[config.mk]
export PLATFORM = sky130hd
export DESIGN_NAME = rotfpga_scan_ctrl
export DESIGN_NICKNAME = d
export VERILOG_FILES = /design/src/rtl/rotfpga_scan_ctrl.sv
export SDC_FILE = /design/constraint.sdc
export NUM_CORES = 1
export LEC_CHECK = 0
export BUFFER_PORTS_ARGS = -buffer_cell sky130_fd_sc_hd__buf_2
export CELL_PAD_IN_SITES_DETAIL_PLACEMENT = 1
export CELL_PAD_IN_SITES_GLOBAL_PLACEMENT = 2
export CORE_AREA = 2 2 73 75
export CTS_CLUSTER_DIAMETER = 150
export DETAILED_ROUTE_END_ITERATION = 8
export DIE_AREA = 0 0 75 77
export PLACE_DENSITY_LB_ADDON = 0.1
export RECOVER_POWER = 25
export SLEW_MARGIN = 40
export SYNTH_ARGS = -nofsm -noshare
export SYNTH_HDL_FRONTEND = slang
export SYNTH_SLANG_ARGS = --single-unit
[constraint.sdc]
create_clock -name clk -period 3.9 [get_ports clk]
set_clock_uncertainty 0.1 [all_clocks]
set_input_delay 0.78 -clock clk [delete_from_list [all_inputs] [get_ports clk]]
set_output_delay 0.78 -clock clk [all_outputs]
set_load 0.02 [all_outputs]
[src/rtl/rotfpga_scan_ctrl.sv]
// Scan-chain configuration controller: loads a chain image from host words, or reads it back by recirculation.
// Latency: IN_W+1 cycles per loaded word; readback holds each word until rd_ready. Backpressure: host_ready/rd_ready handshakes.
// Optional CRC-8 over scan_in bits when ROTFPGA_SCAN_CRC_EN is defined; otherwise crc is tied to zero.
`timescale 1ns/1ps
module rotfpga_scan_ctrl #(
    parameter int CHAIN_LEN = 64,
    parameter int IN_W      = 8,
    parameter int CNT_W     = 7
) (
    input  logic            clk,
    input  logic            rst_n,
    input  logic            start_load,
    input  logic            start_read,
    input  logic            abort,
    input  logic            host_valid,
    output logic            host_ready,
    input  logic [IN_W-1:0] host_data,
    output logic            rd_valid,
    input  logic            rd_ready,
    output logic [IN_W-1:0] rd_data,
    output logic            scan_en,
    output logic            scan_in,
    input  logic            scan_out,
    output logic            busy,
    output logic            done,
    output logic            err,
    output logic [7:0]      crc
);

    localparam int BIT_W = (IN_W > 1) ? $clog2(IN_W) : 1;

    typedef enum logic [2:0] {
        IDLE,
        LD_WAIT,
        LD_SHIFT,
        RD_SHIFT,
        RD_HOLD,
        FIN
    } state_t;

    state_t            state, state_n;
    logic [CNT_W-1:0]  cnt;
    logic [CNT_W-1:0]  cnt_inc;
    logic [BIT_W-1:0]  bcnt;
    logic [IN_W-1:0]   shreg;
    logic [IN_W-1:0]   cap;
    logic [IN_W:0]     cap_shift;
    logic              err_q;
    logic              start;
    logic              last_bit;
    logic              cancel;

    assign start     = (state == IDLE) && (start_load || start_read);
    assign cancel    = abort && (state != IDLE);
    assign cnt_inc   = cnt + 1'b1;
    assign last_bit  = (bcnt == BIT_W'(IN_W - 1));
    assign cap_shift = {scan_out, cap};

    always_ff @(posedge clk or negedge rst_n) begin
        if (!rst_n) begin
            state <= IDLE;
        end else begin
            state <= state_n;
        end
    end

    always_comb begin
        state_n    = state;
        host_ready = 1'b0;
        rd_valid   = 1'b0;
        scan_en    = 1'b0;
        scan_in    = 1'b0;
        done       = 1'b0;
        busy       = (state != IDLE);
        case (state)
            IDLE: begin
                if (start_load) begin
                    state_n = LD_WAIT;
                end else if (start_read) begin
                    state_n = RD_SHIFT;
                end
            end
            LD_WAIT: begin
                host_ready = 1'b1;
                if (host_valid) begin
                    state_n = LD_SHIFT;
                end
            end
            LD_SHIFT: begin
                scan_en = 1'b1;
                scan_in = shreg[0];
                if (last_bit) begin
                    state_n = (cnt_inc == CNT_W'(CHAIN_LEN)) ? FIN : LD_WAIT;
                end
            end
            RD_SHIFT: begin
                // Feed the tail back to the head so the image survives a full pass.
                scan_en = 1'b1;
                scan_in = scan_out;
                if (last_bit) begin
                    state_n = RD_HOLD;
                end
            end
            RD_HOLD: begin
                rd_valid = 1'b1;
                if (rd_ready) begin
                    state_n = (cnt == CNT_W'(CHAIN_LEN)) ? FIN : RD_SHIFT;
                end
            end
            FIN: begin
                done    = 1'b1;
                state_n = IDLE;
            end
            default: begin
                state_n = IDLE;
            end
        endcase
        // Cancel wins over everything: no shift, no handshake, no done on this cycle.
        if (cancel) begin
            state_n    = IDLE;
            host_ready = 1'b0;
            rd_valid   = 1'b0;
            scan_en    = 1'b0;
            scan_in    = 1'b0;
            done       = 1'b0;
        end
    end

    always_ff @(posedge clk or negedge rst_n) begin
        if (!rst_n) begin
            cnt  <= '0;
            bcnt <= '0;
        end else if (start) begin
            cnt  <= '0;
            bcnt <= '0;
        end else if (scan_en) begin
            cnt  <= cnt_inc;
            bcnt <= last_bit ? '0 : bcnt + 1'b1;
        end
    end

    always_ff @(posedge clk or negedge rst_n) begin
        if (!rst_n) begin
            shreg <= '0;
        end else if (host_ready && host_valid) begin
            shreg <= host_data;
        end else if (scan_en && (state == LD_SHIFT)) begin
            shreg <= shreg >> 1;
        end
    end

    // First captured bit walks down from the MSB and ends at the LSB.
    always_ff @(posedge clk or negedge rst_n) begin
        if (!rst_n) begin
            cap <= '0;
        end else if (scan_en && (state == RD_SHIFT)) begin
            cap <= cap_shift[IN_W:1];
        end
    end

    always_ff @(posedge clk or negedge rst_n) begin
        if (!rst_n) begin
            err_q <= 1'b0;
        end else if (start) begin
            err_q <= 1'b0;
        end else if (cancel) begin
            err_q <= 1'b1;
        end
    end

    assign rd_data = cap;
    assign err     = err_q;

`ifdef ROTFPGA_SCAN_CRC_EN
    logic [7:0] crc_q;
    logic       crc_fb;

    assign crc_fb = crc_q[7] ^ scan_in;

    always_ff @(posedge clk or negedge rst_n) begin
        if (!rst_n) begin
            crc_q <= 8'h00;
        end else if (start) begin
            crc_q <= 8'h00;
        end else if (scan_en) begin
            crc_q <= {crc_q[6:0], 1'b0} ^ (crc_fb ? 8'h07 : 8'h00);
        end
    end

    assign crc = crc_q;
`else
    assign crc = 8'h00;
`endif

endmodule

==> metrics.cfg <==
[sta]
slew_headroom_pct = -6.78
finalSetupViolations = 0
rsz0062_at_grt = no
fin_crit_ps = 2490
final.setup.tns_ps = 0
post-route-period-util_pct = 63.7
hold_slack_ps = 406
max_freq_ghz = 0.402
worst_slack_ps = 1410
hold_viol_final = 0
drv_slew = 31
tightest_slew_ps = 1600

[critical_path]
startpoint_type = flop
endpoint_kind = output pin
r2r_cells = 5
worstReg2RegEnd = state[2]
arrival_ps = 1610
path_max_fanout = 13
reg2reg_setup_slack_ps = 1980
required_ps = 3020
critPathKind = flop to output pin
worst_r2r_startpoint = cnt[0]

[outcome]
status = finished with violations
violations = capacitance limit, slew limit

[power]
power.density_mw_per_mm2 = 667
max-vdd-ir-drop_v = 0.000297
p_leak_nw = 0.901

[floorplan]
die_w_um = 75
initial_core_util_pct = 33.5
dieArea_mm2 = 0.00578
rows = 26
core_region_area_mm2 = 0.00498
ioPinCount = 39
die_h_um = 77

[drt]
via_per_inst = 4.81
dr.pass1.iters = 4
wire_per_inst_um = 14.0
drtIter0Drc = 36
totalWireLength_mm = 3.76
dr_total_vias = 1295
drc = 0
ant_nets = 0

[global_routing]
grt_pass1_vias = 1343
grtUsageTotal_pct = 14.8
grt_max_degree = 31
overflow = 0
antenna_found_initial = 0
grt_pass1_wl_mm = 6.66

[worst_hold_path]
whs_path_depth = 2
hold_start = err
hold_path_end = err
hp-class = flop to flop

[clock_tree]
clkSlewWorstSetupHoldPaths_ps = 60
cts_max_level = 2
postCtsSetupBuffers = 0
cts_resized = 0
cts_made_buffers = 5
cts.sinks = 30
cts_tree = yes
clockRootBuffer = clkbuf_8
clock_latency_ps = 280
holdBufCountCts = 0
clk_path_buf_depth = 2

[finish]
final_cell_mix = dfrtp_1 (30), buf_2 (29), nor2_1 (15)
drive_gt1_share_pct = 27.6
final_util_pct = 38.9
antennaDiodeCount = 0
layout_commonest_cell = dfrtp_1
instances_no_fill = 269
num-fill-cells = 600
syn2layout_area_growth_pct = 16.1
fin_nets = 219

[placement]
dp_hpwl_mm = 2.82
place_ws_ps = 1470
dp_cells = 261
io_buffers = 30
finalWeightedCongestion = 0.786

[synthesis]
synth_cell_types = 44
netlist_top_cells_area = dfrtp_1 (45%), mux2_2 (6.1%), mux2i_1 (4.8%)
synth_warnings = 0
avgSynthCellArea_um2 = 9.98
synth_cells = 167
async_reset_ff_share_pct = 100
synth_top_area_share_pct = 45.0
synth-seq-cells = 30
synth_edf_count = 0
yosys.area.top_type = dfrtp_1
synth_ff_type = dfrtp_1
yosysSeqAreaShare_pct = 45.0
syn_area_mm2 = 0.00167

[job]
cap_violations = 1

Yosys cell counts (3+ instances only):
library cell,count
nand2_1,11
mux2i_1,8
inv_1,7
mux2_2,9
ha_1,5
nand3_1,5
nor2_1,15
o21ai_1,6
dfrtp_1,30
buf_4,8
o31ai_1,3
o21ai_0,7
nand2b_1,3
nor3_1,4
a21oi_1,8
a22o_1,3
sequential cells by signal, indices dropped and copies added, names as in the netlist:
name and count:
err 1, state 3, cnt 7, shreg 8
rd_data 8, bcnt 3
where the power goes:
part	internal (mW)	switching (mW)
Sequential	0.425	0.107
Combinational	0.208	0.293
Clock	0.141	0.116
critical path, stage by stage (launching register included):
cell	delay, ps
dfrtp_1	470
nand2b_1	250
nand2b_4	260
inv_2	160
buf_2	190
through the flow:
step	power (mW)	instance area, um2
after floorplan	0.899	1690
after global placement	1.03	1840
after detailed placement	1.05	1840
final	1.29	1940
after CTS	1.31	1940
after global routing	1.40	1940
metal layers:
metal	GRT usage (%)	routed length (um)	vias to the layer above
met5	0	0	-
met4	4.29	48	0
met3	3.15	114	6
met2	22.7	1870	21
met1	20.8	1730	629
li1	-	-	639
worst max-delay path by stage:
stage	cells past startpoint	slack [ps]	from	endpoint
floorplan	4	1530	abort	scan_in
global placement	5	1500	abort	scan_en
detailed placement	5	1470	abort	scan_en
CTS	4	1410	state[2]	scan_en
global route	4	1320	state[2]	scan_en
finish	4	1410	state[2]	scan_en
cells by family (layout without fill, tap and decap cells):
kind of cell / Yosys count / in the layout / share of synthesized area [%]
and+or+nand+nor: 56 / 56 / 18.7
adders and majority gates: 5 / 5 / 3.75
DFF: 30 / 30 / 45.0
AOI/OAI and AO/OA: 37 / 37 / 14.3
other: 1 / 8 / 0.225
buffers and inverters: 21 / 46 / 7.13
muxes: 17 / 17 / 10.9
layout make-up:
cell class	instances	area (um2)	share of cell area [%]
sequential	30	751	38.8
clock inverter	2	12.5	0.646
timing repair buffer	30	149	7.69
clock buffer	6	82.6	4.27
multi-input combinational	123	823	42.5
tap	70	87.6	4.52
inverter	8	30.0	1.55
Note: power is estimated with default switching activity, not from simulation.
